File: src/rtl/uart_tx_fifo_if.sv
// Host write port and transmitter handshake bundle for uart_tx_fifo.
// The almost_full signal exists only when UART_TX_FIFO_AFULL_EN is defined.
interface uart_tx_fifo_if #(
    parameter int DATA_WIDTH = 8,
    parameter int DEPTH      = 16,
    parameter int ADDR_WIDTH = $clog2(DEPTH)
);
    logic                  wr_en;
    logic [DATA_WIDTH-1:0] wr_data;
    logic                  full;
    logic                  empty;
    logic [ADDR_WIDTH:0]   count;
    logic                  overflow;
    logic                  busy;
    logic                  tx_start;
    logic [DATA_WIDTH-1:0] tx_in;
    logic                  tx_dv;
`ifdef UART_TX_FIFO_AFULL_EN
    logic                  almost_full;
`endif

    modport slave (
        input  wr_en, wr_data, tx_dv,
`ifdef UART_TX_FIFO_AFULL_EN
        output almost_full,
`endif
        output full, empty, count, overflow, busy, tx_start, tx_in
    );

    modport master (
        output wr_en, wr_data, tx_dv,
`ifdef UART_TX_FIFO_AFULL_EN
        input  almost_full,
`endif
        input  full, empty, count, overflow, busy, tx_start, tx_in
    );
endinterface

File: src/rtl/uart_tx_fifo.sv
// Byte FIFO plus launch sequencer feeding a UART transmitter via tx_start/tx_in/tx_dv.
// Define UART_TX_FIFO_AFULL_EN to add the almost_full output (count >= AFULL_LEVEL).
module uart_tx_fifo #(
    parameter int DATA_WIDTH  = 8,
`ifdef UART_TX_FIFO_AFULL_EN
    parameter int AFULL_LEVEL = 12,
`endif
    parameter int DEPTH       = 16
) (
    input  logic               clk,
    input  logic               rst,
    uart_tx_fifo_if.slave      io_bus
);
    localparam int ADDR_WIDTH = $clog2(DEPTH);
    localparam logic [ADDR_WIDTH:0] FULL_COUNT = (ADDR_WIDTH+1)'(DEPTH);

    typedef enum logic [2:0] {
        S_IDLE,
        S_LOAD,
        S_START,
        S_ARM,
        S_SEND
    } state_t;

    logic [DATA_WIDTH-1:0] r_mem [DEPTH];
    logic [ADDR_WIDTH:0]   r_wr_ptr;
    logic [ADDR_WIDTH:0]   r_rd_ptr;
    logic                  r_overflow;
    logic                  r_tx_start;
    logic [DATA_WIDTH-1:0] r_tx_in;
    state_t                r_state;

    logic [ADDR_WIDTH:0]   w_count;
    logic                  w_full;
    logic                  w_empty;
    logic                  w_wr_accept;

    // Extra pointer bit distinguishes full from empty; the difference is the occupancy.
    assign w_count     = r_wr_ptr - r_rd_ptr;
    assign w_full      = (w_count == FULL_COUNT);
    assign w_empty     = (w_count == '0);
    assign w_wr_accept = io_bus.wr_en && !w_full;

    always_ff @(posedge clk) begin
        if (w_wr_accept) begin
            r_mem[r_wr_ptr[ADDR_WIDTH-1:0]] <= io_bus.wr_data;
        end
    end

    always_ff @(posedge clk or posedge rst) begin
        if (rst) begin
            r_wr_ptr   <= '0;
            r_overflow <= 1'b0;
        end else begin
            if (w_wr_accept) begin
                r_wr_ptr <= r_wr_ptr + 1'b1;
            end
            if (io_bus.wr_en && w_full) begin
                r_overflow <= 1'b1;
            end
        end
    end

    // tx_in is only reloaded in LOAD, so it stays stable for the whole frame.
    always_ff @(posedge clk or posedge rst) begin
        if (rst) begin
            r_state    <= S_IDLE;
            r_rd_ptr   <= '0;
            r_tx_start <= 1'b0;
            r_tx_in    <= '0;
        end else begin
            case (r_state)
                S_IDLE: begin
                    if (!w_empty && io_bus.tx_dv) begin
                        r_state <= S_LOAD;
                    end
                end
                S_LOAD: begin
                    r_tx_in    <= r_mem[r_rd_ptr[ADDR_WIDTH-1:0]];
                    r_rd_ptr   <= r_rd_ptr + 1'b1;
                    r_tx_start <= 1'b1;
                    r_state    <= S_START;
                end
                S_START: begin
                    r_tx_start <= 1'b0;
                    r_state    <= S_ARM;
                end
                S_ARM: begin
                    if (!io_bus.tx_dv) begin
                        r_state <= S_SEND;
                    end
                end
                S_SEND: begin
                    if (io_bus.tx_dv) begin
                        r_state <= S_IDLE;
                    end
                end
                default: begin
                    r_state    <= S_IDLE;
                    r_tx_start <= 1'b0;
                end
            endcase
        end
    end

    assign io_bus.full     = w_full;
    assign io_bus.empty    = w_empty;
    assign io_bus.count    = w_count;
    assign io_bus.overflow = r_overflow;
    assign io_bus.busy     = (r_state != S_IDLE);
    assign io_bus.tx_start = r_tx_start;
    assign io_bus.tx_in    = r_tx_in;

`ifdef UART_TX_FIFO_AFULL_EN
    assign io_bus.almost_full = (w_count >= (ADDR_WIDTH+1)'(AFULL_LEVEL));
`endif

endmodule

File: src/flat_wrapper.sv
// flat-port wrapper written by rule: the top's interface ports become plain ports
module uart_tx_fifo_flat 
#(
    parameter int DATA_WIDTH  = 8,

    parameter int DEPTH       = 16
)
  (clk, rst, io_bus_wr_en, io_bus_wr_data, io_bus_tx_dv, io_bus_full, io_bus_empty, io_bus_count, io_bus_overflow, io_bus_busy, io_bus_tx_start, io_bus_tx_in);
  uart_tx_fifo_if #(.DATA_WIDTH(DATA_WIDTH), .DEPTH(DEPTH)) io_bus_i ();
  input  logic clk;
  input  logic rst;
  input wire logic [$bits(io_bus_i.wr_en)-1:0] io_bus_wr_en;
  input wire logic [$bits(io_bus_i.wr_data)-1:0] io_bus_wr_data;
  input wire logic [$bits(io_bus_i.tx_dv)-1:0] io_bus_tx_dv;
  output wire logic [$bits(io_bus_i.full)-1:0] io_bus_full;
  output wire logic [$bits(io_bus_i.empty)-1:0] io_bus_empty;
  output wire logic [$bits(io_bus_i.count)-1:0] io_bus_count;
  output wire logic [$bits(io_bus_i.overflow)-1:0] io_bus_overflow;
  output wire logic [$bits(io_bus_i.busy)-1:0] io_bus_busy;
  output wire logic [$bits(io_bus_i.tx_start)-1:0] io_bus_tx_start;
  output wire logic [$bits(io_bus_i.tx_in)-1:0] io_bus_tx_in;
  assign io_bus_i.wr_en = io_bus_wr_en;
  assign io_bus_i.wr_data = io_bus_wr_data;
  assign io_bus_i.tx_dv = io_bus_tx_dv;
  assign io_bus_full = io_bus_i.full;
  assign io_bus_empty = io_bus_i.empty;
  assign io_bus_count = io_bus_i.count;
  assign io_bus_overflow = io_bus_i.overflow;
  assign io_bus_busy = io_bus_i.busy;
  assign io_bus_tx_start = io_bus_i.tx_start;
  assign io_bus_tx_in = io_bus_i.tx_in;
  uart_tx_fifo #(.DATA_WIDTH(DATA_WIDTH), .DEPTH(DEPTH)) u_core (.clk(clk), .rst(rst), .io_bus(io_bus_i));
endmodule
File: config.mk
export PLATFORM = sky130hd
export DESIGN_NAME = uart_tx_fifo_flat
export DESIGN_NICKNAME = d
export VERILOG_FILES = /design/src/rtl/uart_tx_fifo_if.sv /design/src/rtl/uart_tx_fifo.sv /design/src/flat_wrapper.sv
export SDC_FILE = /design/constraint.sdc
export NUM_CORES = 1
export LEC_CHECK = 0
export CORE_ASPECT_RATIO = 0.8
export CORE_MARGIN = 10
export CORE_UTILIZATION = 50
export DETAILED_ROUTE_END_ITERATION = 10
export PLACE_DENSITY = 0.8
export SLEW_MARGIN = 20
export SYNTH_ARGS = -nofsm -noshare
export SYNTH_HDL_FRONTEND = slang
export SYNTH_SLANG_ARGS = --single-unit
File: constraint.sdc
create_clock -name clk -period 6.7 [get_ports clk]
set_input_delay 1.005 -clock clk [delete_from_list [all_inputs] [get_ports clk]]
set_output_delay 1.005 -clock clk [all_outputs]
set_load 0.1 [all_outputs]
==> summary.md, run 1 <==
| Metric | Value |
|---|---|
| RSZ-0062 raised after global routing | `false` |
| Setup CP Type | `flop to output pin` |
| Gpl congestion | `0.8398` |
| Hold Path End | `u_core.io_bus.overflow` |
| Worst path top cell family by delay | `buffers and inverters` |
| Antenna violations before repair | `0` |
| Worst path depth | `8` |
| Vias in the first global route | `3,566` |
| Final Cycle Share | `0.7208` |
| Hold Crit Class | `flop to flop` |
| CP max-delay cell | `clkdlybuf4s50_1` |
| Sequential element share of the synthesized area | `0.7030` |
| Synth area leaders | `edfxtp_1, mux4_2, dfrtp_1, nand2_1, ha_1` |
| Nets | `409` |
| Port Buffers | `29` |
| Seq cells post-synth | `151` |
| Worst setup EP type | `output pin` |
| Mean Syn Cell Area | `17.76 µm²` |
| Antenna diodes | `0` |
| Pre-antenna DRT Iters | `5` |
| Clock Skews | `6.581 ps` |
| DR vias | `3,387` |
| # IOs | `30` |
| Worst EP required | `5690 ps` |
| Reg clk slew, reported paths | `approximately 60 ps` |
| Max-Cap Viols | `0` |
| Distinct cell type count after synthesis | `39` |
| Crit Path Max Fanout | `17` |
| CTS Sinks | `between 150 and 200` |
| Num CTS Buffers | `17` |
| Setup violators final | `0` |
| Clk root buf | `clkbuf_16` |
| Fraction of registers with async set/reset | `0.1523` |
| Synth-to-layout area growth | `18.11%` |
| Post-Syn Area | `6286 µm²` |
| RR Endpoint | `u_core.r_mem[2][5]` |
| Clk_lat worst skew | `420 ps` |
| Worst hold path depth | `1` |
| Setup crit start kind | `flop` |
| Relative max-transition margin | `0.3265` |
| Cell taking the most area after synthesis | `edfxtp_1` |
| CTS tree | `done` |
| HP Start | `u_core.io_bus.overflow` |
| Post-synth EDFFs | `~130` |
| Max Root-Sink Buffers | `2` |
| Slew Viols, Final | `0` |
| # DRC | `0` |
| Crit path arrival time | `3820 ps` |
| DRT iter0 DRCs | `350` |
| Buffers & Inverters on Critical Path | `3` |
| Post_cts resized | `0` |
| Global route overflow | `0` |
| Tightest Pin Transition | `1008 ps` |
| Final WL | `13,530 µm` |
| Run status | `finished, final reports clean` |
| Die area | `17,480 µm²` |
| Total negative setup slack | `0 ps` |
| Slowest stage delay, CP | `1150 ps` |
| Critical path, cell by cell | `inv_2 -> ha_1 -> xor2_1 -> inv_2 -> a211o_1 -> nand2_2 -> and2_1 -> clkdlybuf4s50_1` |
| Fin crit period | `4830 ps` |
| Fmax | `0.2071 GHz` |
| Core Area | `around 12,000 µm²` |
| Synth cell count leaders | `edfxtp_1, nand2_1, mux4_2` |
| Postcts setup bufs | `0` |
| Fraction of layout cells with a size suffix above 1 | `0.2100` |
| Syn Nets | `376` |
| Yosys warning count | `0` |
| Synth top area share | `0.6115` |
| Most numerous cell in the Yosys netlist | `edfxtp_1` |
| Hold Fails Final Rpt | `0` |
| Initial Util | `0.5131` |
| Worst r2r src | `u_core.r_rd_ptr[2]` |
| Reg2Reg Depth | `7` |
| Synth Instances | `354` |
| Tot GR Track Use | `0.1615` |
| Site row count | `36` |
| Synth Flop Type | `edfxtp_1` |
| Global-route wire length before repair | `21,370 µm` |
| Via density per instance | `5.932` |
| Hold buffers post-CTS | `0` |
| Reg-to-reg slack, setup | `around 3000 ps` |
| Post-DP HPWL | `around 8400 µm` |
| WL/cell | `around 24 µm` |
| Most used cell, CP | `inv_2` |
| Post-DRT Antenna Nets | `0` |
| H-tree level count | `4` |
| Die Y | `120.3 µm` |
| Largest net degree at the start of global routing | `37` |
| Die width | `between 100 and 150 µm` |
-- registers in the layout, indices dropped and copies added (netlist names) --
register / flops
u_core.r_mem: 128
u_core.io_bus.tx_in: 8
u_core.io_bus.overflow: 1
u_core.r_wr_ptr: 5
u_core.r_state: 3
u_core.r_rd_ptr: 5
u_core.io_bus.tx_start: 1
-- final cells by class --
type	count	area, µm²
Clock buffer	17	425.4
Clock inverter	15	270.3
Fill cell	863	4827
Inverter	11	41.29
Multi-Input combinational cell	174	1740
Sequential cell	151	4420
Tap cell	171	214.0
Timing Repair Buffer	32	312.8
-- worst max path at each step --
stage                                  start      endpoint  slack [ps]
after floorplan           u_core.r_wr_ptr[0]  io_bus_empty        2250
after global placement    u_core.r_rd_ptr[2]   io_bus_full        2480
after detailed placement  u_core.r_rd_ptr[2]   io_bus_full        2370
after CTS                 u_core.r_rd_ptr[2]   io_bus_full        1900
after global routing      u_core.r_rd_ptr[2]   io_bus_full        1700
final                     u_core.r_rd_ptr[2]   io_bus_full        1870
-- stage by stage --
stage	instances	worst slack, ps	hold WS, ps	utilization	area [µm²]
floorplan	354	2250	460.7	-	6286
global placement	539	2476	446.3	0.5468	6699
detailed placement	539	2371	455.7	0.5468	6699
CTS	571	1899	469.1	0.6036	7395
global route	571	1695	500.0	0.6060	7425
finish	571	1870	460.7	0.6060	7425
-- metal layers --
metal | share of wire | up-vias | GRT usage
met4 | 0.013 | 0 | 0.04918
met5 | 0 | - | 0
met3 | 0.085 | 18 | 0.05143
met1 | 0.43 | 1754 | 0.2166
li1 | - | 1454 | -
met2 | 0.47 | 161 | 0.2483
-- layout by cell type, fill, tap and decap left out, types with 9 or more instances in the layout --
| cell type | n |
|---|---|
| edfxtp_1 | 128 |
| nor2_1 | 12 |
| dfrtp_1 | 22 |
| ha_1 | 9 |
| nor3_1 | 10 |
| clkbuf_16 | 17 |
| inv_1 | 9 |
| nand2_1 | 39 |
| mux4_2 | 32 |
| clkdlybuf4s50_1 | 29 |
-- cell families (layout without fill, tap and decap cells) --
logic type / Yosys count / count (layout) / share of synthesized area
multiplexers: 41 / 41 / 0.1298
flip-flops: 151 / 151 / 0.7030
AND/OR/NAND/NOR: 88 / 88 / 0.07444
XOR/XNOR: 12 / 12 / 0.01791
buffers and inverters: 29 / 75 / 0.02488
adder cells (fa/ha/maj): 10 / 10 / 0.02110
AO/OA/AOI/OAI: 23 / 23 / 0.02886
-- worst register-to-register path, cell delays in order (launching register included) --
cell	delay, ps
dfrtp_1	600
inv_2	280
ha_1	430
a21oi_1	250
a211o_1	200
nand2_2	90
a21bo_1	490
nor4b_2	950
Power of run 1 is left out: the tool's default activity adds up to more than one toggle a clock period on the data nets, which glitch-free logic cannot reach.
==> run 2: changes to the inputs <==
==> constraint.sdc (replaced) <==
create_clock -name clk -period 4.8 [get_ports clk]
set_input_delay 0.72 -clock clk [delete_from_list [all_inputs] [get_ports clk]]
set_output_delay 0.72 -clock clk [all_outputs]
set_load 0.1 [all_outputs]
==> summary.md, run 2 (synthesized netlist as in run 1, its figures left out) <==
| Metric | Value |
|---|---|
| Run status | `finished, final reports clean` |
| Worst setup EP type | `output pin` |
| Pre-antenna DRT Iters | `5 (unchanged)` |
| Relative max-transition margin | `0.3409 (+0.01435)` |
| Min setup slack post-route | `1084 ps (-786.3 ps)` |
| Commonest non-fill, non-tap cell in the layout | `edfxtp_1` |
| Total negative setup slack | `0 ps (unchanged)` |
| Multi-input logic area | `1714 µm² (-1.5%)` |
| Reg clk slew, reported paths | `60 ps (about the same)` |
| Hold buffers post-CTS | `0 (unchanged)` |
| Vias in the first global route | `3,441 (-3.5%)` |
| Slew Viols, Final | `0 (unchanged)` |
| Synth-to-layout area growth | `15.01%` |
| Fraction of layout cells with a size suffix above 1 | `0.2155 (+0.005539)` |
| RSZ-0062 raised after global routing | `false` |
| Place WS | `1184 ps (-1187 ps)` |
| Tot GR Track Use | `0.1574 (-0.004136)` |
| Most frequent cells in the layout | `edfxtp_1, nand2_1, mux4_2` |
| Final WL | `13,160 µm (-2.8%)` |
| WL/cell | `23.08 µm (-2.6%)` |
| Core Area | `12,250 µm² (unchanged)` |
| Hold Fails Final Rpt | `0 (unchanged)` |
| CTS tree | `done` |
| Slowest stage delay, CP | `620 ps (-530 ps)` |
| Die area | `17,480 µm² (unchanged)` |
| Crit path arrival time | `3000 ps (-820 ps)` |
| Clk root buf | `clkbuf_16` |
| Crit Path Max Fanout | `17 (unchanged)` |
| Tightest Pin Transition | `985.6 ps (-21.98 ps)` |
| Site row count | `36 (unchanged)` |
| Design area | `7229 µm² (-2.6%)` |
| Post_cts resized | `0 (unchanged)` |
| Die Y | `120.3 µm (unchanged)` |
| Finished Layout Cells | `570 (-0.18%)` |
| Gpl congestion | `0.8522 (+1.5%)` |
| Num CTS Buffers | `17 (unchanged)` |
| Clock Skews | `7.331 ps (+0.7507 ps)` |
| Antenna diodes | `0 (unchanged)` |
| Fmax | `0.2691 GHz` |
| Setup CP Type | `flop to output pin` |
| Largest register FFs | `128 (unchanged)` |
| Setup crit start kind | `flop` |
| Number of fill cells | `909 (+5.3%)` |
| Largest net degree at the start of global routing | `36 (-2.7%)` |
| Register area | `4420 µm² (unchanged)` |
| Clk_lat worst skew | `420 ps (about the same)` |
| Global-route wire length before repair | `20,820 µm (-2.6%)` |
| H-tree level count | `4 (unchanged)` |
| Port Buffers | `29 (unchanged)` |
| Die width | `145.4 µm (unchanged)` |
| Post-DRT Antenna Nets | `0 (unchanged)` |
| CP max-delay cell | `dfrtp_1` |
| Max-Cap Viols | `0 (unchanged)` |
| Worst EP required | `4080 ps (-1610 ps)` |
| # DRC | `0 (unchanged)` |
| Nets | `409 (unchanged)` |
| Post-placement cell count | `539 (unchanged)` |
| Placed cell areas | `6684 µm² (-0.22%)` |
| Most used cell, CP | `inv_2` |
| Final Cycle Share | `0.7742` |
| Critical path, cell by cell | `inv_2 -> ha_1 -> xor2_1 -> inv_2 -> a211o_1 -> nand2_2 -> and2_1 -> buf_4` |
| CTS Sinks | `151 (unchanged)` |
| Max Root-Sink Buffers | `2 (unchanged)` |
| Postcts setup bufs | `0 (unchanged)` |
| DR vias | `3,382 (-0.15%)` |
| Initial Util | `0.5131 (unchanged)` |
| Via density per instance | `5.933 (about the same)` |
| Hold Crit Class | `flop to flop` |
| Global route overflow | `0 (unchanged)` |
| Post-DP HPWL | `8421 µm (+0.13%)` |
| Antenna violations before repair | `0 (unchanged)` |
| # IOs | `30 (unchanged)` |
| DRT iter0 DRCs | `388 (+11%)` |
| Setup violators final | `0 (unchanged)` |
| Fin crit period | `3716 ps` |
run 2: worst max-delay path, delay by kind of cell (launching register included):
family | cells | cell delay (ps)
AO/OA/AOI/OAI | 1 | 300
adder cells (fa/ha/maj) | 1 | 450
AND/OR/NAND/NOR | 2 | 300
buffers and inverters | 3 | 650
XOR/XNOR | 1 | 250
flip-flops | 1 | 620
run 2: per-layer routing:
layer | routed length, µm | global-route usage | up-vias
met5 | 0 | 0 | -
li1 | - | - | 1445
met3 | 1245 | 0.06001 | 27
met2 | 5814 | 0.2239 | 172
met1 | 5832 | 0.2134 | 1738
met4 | 264 | 0.06431 | 0
run 2: path summary, 6_finish.rpt:
check,endpoint,start,slack [ps],cells after the start
min in group asynchronous,u_core.io_bus.tx_in[1],rst,800,2
max reg2reg,u_core.r_mem[0][1],u_core.r_rd_ptr[2],1120,7
max,io_bus_full,u_core.r_rd_ptr[2],1080,8
max in group asynchronous,u_core.r_rd_ptr[0],rst,3400,2
min reg2reg,u_core.io_bus.overflow,u_core.io_bus.overflow,460,1
min,u_core.io_bus.overflow,u_core.io_bus.overflow,460,1
run 2: per-stage QoR:
step                        util  hold slack (ps)
after detailed placement  0.5455            443.3
final                     0.5901            459.1
after global placement    0.5455            446.2
after CTS                 0.5898            466.9
after global routing      0.5901            483.6
after floorplan                -            460.7
run 2: area by class of cell:
| class | instances | area share |
|---|---|---|
| inverters | 11 | 0.005711 |
| well taps | 171 | 0.02960 |
| clock buffers | 21 | 0.06092 |
| flip-flops and latches | 151 | 0.6115 |
| multi-input cells | 174 | 0.2371 |
| repair buffers | 32 | 0.04119 |
| clock inverters | 10 | 0.01402 |
Power of run 2 is left out for the same reason.
==> run 3: changes to the inputs <==
==> constraint.sdc (replaced) <==
create_clock -name clk -period 3.6 [get_ports clk]
set_input_delay 0.54 -clock clk [delete_from_list [all_inputs] [get_ports clk]]
set_output_delay 0.54 -clock clk [all_outputs]
set_load 0.1 [all_outputs]
==> summary.md, run 3 (synthesized netlist as in run 1, its figures left out) <==
| Metric | Value |
|---|---|
| Antenna violations before repair | `0 (unchanged)` |
| H-tree level count | `4 (unchanged)` |
| Fin crit period | `3319 ps` |
| Commonest non-fill, non-tap cell in the layout | `edfxtp_1` |
| WL/cell | `23.51 µm (+1.9%)` |
| Final WL | `13,690 µm (+4.0%)` |
| Total negative setup slack | `0 ps (unchanged)` |
| Tightest Pin Transition | `974.5 ps (-11.10 ps)` |
| Setup CP Type | `flop to output pin` |
| Clock Skews | `10.68 ps (+3.347 ps)` |
| Crit. Startpoint | `u_core.r_wr_ptr[0]` |
| Fmax | `0.3013 GHz` |
| Setup crit start kind | `flop` |
| Core Area | `12,250 µm² (unchanged)` |
| Site row count | `36 (unchanged)` |
| Relative max-transition margin | `0.3483 (+0.007425)` |
| Hold Fails Final Rpt | `0 (unchanged)` |
| Clk_lat worst skew | `420 ps (about the same)` |
| Nets | `421 (+2.9%)` |
| # IOs | `30 (unchanged)` |
| Hold buffers post-CTS | `0 (unchanged)` |
| Worst r2r src | `u_core.r_rd_ptr[1]` |
| Clk root buf | `clkbuf_16` |
| Die width | `145.4 µm (unchanged)` |
| Slew Viols, Final | `0 (unchanged)` |
| Initial Util | `0.5131 (unchanged)` |
| Postcts setup bufs | `0 (unchanged)` |
| Final Cycle Share | `0.9218` |
| DRT iter0 DRCs | `362 (-6.7%)` |
| Fraction of layout cells with a size suffix above 1 | `0.2409 (+0.02534)` |
| Gpl congestion | `0.8037 (-5.7%)` |
| Reg clk slew, reported paths | `60 ps (about the same)` |
| Post_cts resized | `0 (unchanged)` |
| Reg-to-reg slack, setup | `320 ps (-800 ps)` |
| Setup violators final | `0 (unchanged)` |
| Max-Cap Viols | `0 (unchanged)` |
| Post-placement cell count | `551 (+2.2%)` |
| Post-DP HPWL | `8485 µm (+0.76%)` |
| Antenna diodes | `0 (unchanged)` |
| Largest net degree at the start of global routing | `36 (unchanged)` |
| CTS tree | `done` |
| Post-DRT Antenna Nets | `0 (unchanged)` |
| Min Hold Slack | `455.8 ps (-3.238 ps)` |
| Vias in the first global route | `3,561 (+3.5%)` |
| Die area | `17,480 µm² (unchanged)` |
| Crit Path Max Fanout | `5 (-12)` |
| Worst setup EP type | `output pin` |
| Most frequent cells in the layout | `edfxtp_1, nand2_1, mux4_2` |
| RSZ-0062 raised after global routing | `false` |
| Tot GR Track Use | `0.1623 (+0.004885)` |
| Global route overflow | `0 (unchanged)` |
| Reg2Reg Depth | `8 (+1)` |
| Pre-antenna DRT Iters | `5 (unchanged)` |
| Max Root-Sink Buffers | `2 (unchanged)` |
| Hold Crit Class | `flop to flop` |
| CTS Sinks | `151 (unchanged)` |
| Global-route wire length before repair | `21,530 µm (+3.4%)` |
| CP Capture Point | `io_bus_full` |
| Crit path arrival time | `2780 ps (-220 ps)` |
| Worst EP required | `3060 ps (-1020 ps)` |
| Num CTS Buffers | `17 (unchanged)` |
| Die Y | `120.3 µm (unchanged)` |
| Largest register FFs | `128 (unchanged)` |
| Finished Layout Cells | `582 (+2.1%)` |
| # DRC | `0 (unchanged)` |
| DR vias | `3,436 (+1.6%)` |
| Port Buffers | `29 (unchanged)` |
| Run status | `finished, final reports clean` |
| RR Endpoint | `u_core.r_mem[10][1]` |
| Via density per instance | `5.904 (-0.50%)` |
| Synth-to-layout area growth | `18.55%` |
run 3: cell count changes in the layout (fill, tap and decap cells not counted), sizes merged:
cell	delta
buf	+13
bufinv	+4
clkbuf	-2
clkdlybuf4s50	-1
clkinv	+4
clkinvlp	-5
inv	-1
run 3: cell type report:
class                           count  area, µm²
Clock buffer                       19      432.9
Clock inverter                     12      182.7
Timing Repair Buffer               44      435.4
Fill cell                         907       4800
Multi-Input combinational cell    174       1725
Inverter                           11      41.29
Tap cell                          171      214.0
Sequential cell                   151       4420
run 3: metrics by stage:
step,utilization,instance area [µm²],setup slack (ps)
4_1_cts,0.6083,7452,301.9
2_1_floorplan,-,6301,124.8
5_1_grt,0.6083,7452,151.4
6_report,0.6083,7452,281.4
3_3_place_gp,0.5580,6837,508.6
3_5_place_dp,0.5580,6837,341.6
run 3: critical path, stage by stage (launching register included):
cell,delay (ps)
dfrtp_1,430
inv_1,110
ha_1,220
fa_1,390
xor2_1,260
inv_2,80
a211o_1,310
nand2_2,120
and2_1,230
buf_12,200
run 3: worst min-delay path by stage:
stage | cells after the start | slack [ps] | endpoint | start
floorplan | 1 | 460 | u_core.r_wr_ptr[4] | u_core.r_wr_ptr[4]
global placement | 1 | 450 | u_core.io_bus.overflow | u_core.io_bus.overflow
detailed placement | 1 | 440 | u_core.io_bus.overflow | u_core.io_bus.overflow
CTS | 1 | 460 | u_core.io_bus.overflow | u_core.io_bus.overflow
global route | 1 | 460 | u_core.io_bus.overflow | u_core.io_bus.overflow
finish | 1 | 460 | u_core.io_bus.overflow | u_core.io_bus.overflow
run 3: layer usage:
layer	routed length (µm)	global-route usage	up-vias
met1	5781	0.2099	1779
met4	196	0.06494	0
met3	999	0.04435	17
met5	0	0	-
met2	6708	0.2572	165
li1	-	-	1475
Power of run 3 is left out for the same reason.
==> RTL change: new RTL, flow settings as in run 2 <==
The 5 states of `state_t` get a one-hot encoding in 5 bits.
--- a/src/rtl/uart_tx_fifo.sv
+++ b/src/rtl/uart_tx_fifo.sv
@@ -15,10 +15,10 @@
     localparam logic [ADDR_WIDTH:0] FULL_COUNT = (ADDR_WIDTH+1)'(DEPTH);
 
-    typedef enum logic [2:0] {
-        S_IDLE,
-        S_LOAD,
-        S_START,
-        S_ARM,
-        S_SEND
+    typedef enum logic [4:0] {
+        S_IDLE  = 5'b00001,
+        S_LOAD  = 5'b00010,
+        S_START = 5'b00100,
+        S_ARM   = 5'b01000,
+        S_SEND  = 5'b10000
     } state_t;
 
Formal check against the unedited RTL: no difference found for any inputs over 10 cycles, from zero or initial values and one cycle with rst high; not proved beyond that.
==> RTL change against run 2 <==
  * Setup slack worse by 0.015 ns
  * Wire length is 7.5% lower
  * Sequential cell count is 2 higher
  * Core utilization is 1.1 points higher
  * Global-route usage is 1.1 points lower
  * Highest routed layer unchanged
  * Synthesized area is 0.20% higher
  * Non-clock buffer count is 2 higher
  * Design area is 1.8% higher
  * First-iteration DRC count is 22% lower
  * Critical endpoint unchanged
  * Final cell count is 2.6% lower
==> RTL change: results (changes against run 2) <==
stage,metric,value,unit,change
drt,WL/cell,21.9,µm,was 23.1 µm
synth,Ys Warns,0,,unchanged
placed_design,dpl hpwl,7780,µm,was 8420 µm
critical_path,Slowest cell on crit path,o221a_1,,was dfrtp_1
synth,sequential area share after synthesis,71.0,%,was 70.3%
drt,Met3 Wirelength,458,µm,was 1250 µm
global_routing,GRT Total Usage,14.6,%,was 15.7%
synth,Synth Instances,333,,was 354
synth,Synth cell types,50,,was 39
outcome,status,finished clean,,unchanged
global_routing,met1 Use GR,18.3,%,was 21.3%
finish,NumNets Final,393,,was 409
global_routing,initial antenna violation count,0,,unchanged
finish,share of cells above drive strength 1,24.2,%,was 21.6%
synth,synth top area cells,"edfxtp_1 (61%), mux4_2 (11%), dfrtp_1 (9.5%), mux2i_1 (2.5%), ha_1 (1.8%)",,"was edfxtp_1 (61%), mux4_2 (11%), dfrtp_1 (9.2%), nand2_1 (2.3%), ha_1 (1.8%)"
drt,post-DR vias/cell,5.76,,was 5.93
synth,asr flop ratio synth,16.3,%,was 15.2%
drt,length of routed met2 wiring,6190,µm,was 5810 µm
synth,most instantiated cells after synthesis,"edfxtp_1 (128), mux4_2 (32), dfrtp_1 (24), mux2i_1 (16), nor2_1 (10)",,"was edfxtp_1 (128), nand2_1 (39), mux4_2 (32), dfrtp_1 (23), nor2_1 (12)"
critical_path,worst reg2reg endpoint,u_core.r_mem[0][5],,was u_core.r_mem[0][1]
global_routing,grt met3 use,3.80,%,was 6.00%
global_routing,vias in the first global route,3277,,was 3441
clock_network,Post-CTS Setup Inserts,0,,unchanged
sta,clock skew,0.0102,ns,was 0.00733 ns
worst_hold_path,worst hold path type,register to register,,unchanged
drt,Met1 Wirelength,5280,µm,was 5830 µm
placed_design,GPL Wtd Cong,0.866,,was 0.852
drt,Pre-Repair DR Iteration Count,4,,was 5
critical_path,crit path max fanout,17,,unchanged
placed_design,placed inst area,6760,µm²,was 6680 µm²
sta,Slew @ Worst Pin,0.997,ns,was 0.986 ns
clock_network,Clock Latency Late Sink,0.42,ns,about the same
global_routing,first-pass GRT wire length,19300,µm,was 20800 µm
clock_network,post-cts resize count,0,,unchanged
finish,max reg flops,128,,unchanged
placed_design,I/O Buffers,29,,unchanged
synth,Synth Net Count,355,,was 376
placed_design,placed insts,523,,was 539
finish,ant diodes,0,,unchanged
critical_path,Worst path max stage delay,0.53,ns,was 0.62 ns
critical_path,arrival time worst endpoint,3.01,ns,was 3.00 ns
drt,WL final,12200,µm,was 13200 µm
pwr,Pleak,2.64,nW,
drt,detailed router's first-iteration violation count,302,,was 388
clock_network,CTS root buffer,clkbuf_16,,unchanged
global_routing,GR Util met2,24.1,%,was 22.4%
critical_path,reg2reg setup slack,1.53,ns,was 1.12 ns
critical_path,R2R depth,7,,unchanged
finish,Fill cells,868,,was 909
sta,WHS,0.454,ns,was 0.459 ns
clock_network,clock buffer depth,2,,unchanged
global_routing,largest net degree at the start of global routing,36,,unchanged
worst_hold_path,worst hold path startpoint,u_core.io_bus.overflow,,unchanged
clock_network,clk slew on worst S/H paths,0.06,ns,about the same
## RTL change: power by group through the flow
stage	Combinational [W]	Sequential (W)	Clock (W)
floorplan	0.00148	0.00202	0
global placement	0.00211	0.00179	0
detailed placement	0.00217	0.00181	0
CTS	0.00217	0.00178	0.00136
global route	0.00228	0.00180	0.00141
finish	0.00215	0.00178	0.00134
## RTL change: cell families (layout without fill, tap and decap cells)
kind of cell	after synthesis	in the layout	share of synthesized area (%)
mux	49	49	14.2
xor+xnor	11	11	1.53
buf+inv	25	76	1.99
flops	153	153	71.0
simple gates	55	55	6.04
compound gates	30	30	3.20
fa+ha+maj	10	10	2.11
## RTL change: final cells by class
class                      instances  area [µm²]  share of cell area [%]
clock buffer                      18         429                    5.83
clock inverter                    14         173                    2.35
inverter                          10        37.5                   0.510
multi-input combinational        155        1720                    23.4
sequential                       153        4470                    60.8
tap                              171         214                    2.91
timing repair buffer              34         313                    4.25
## RTL change: metrics by stage
stage	utilization, %	setup slack, ns
after detailed placement	55.2	1.54
after global placement	55.2	1.64
final	60.1	1.07
after global routing	60.1	0.952
after CTS	60.1	1.05
after floorplan	-	-0.0832
## RTL change: worst max-delay path by stage
stage | startpoint | to | cells past startpoint
after floorplan | u_core.r_rd_ptr[1] | u_core.r_mem[7][0] | 9
after global placement | u_core.r_rd_ptr[2] | io_bus_full | 6
after detailed placement | u_core.r_rd_ptr[2] | io_bus_full | 6
after CTS | u_core.r_rd_ptr[2] | io_bus_full | 6
after global routing | u_core.r_rd_ptr[2] | io_bus_full | 6
final | u_core.r_rd_ptr[2] | io_bus_full | 6
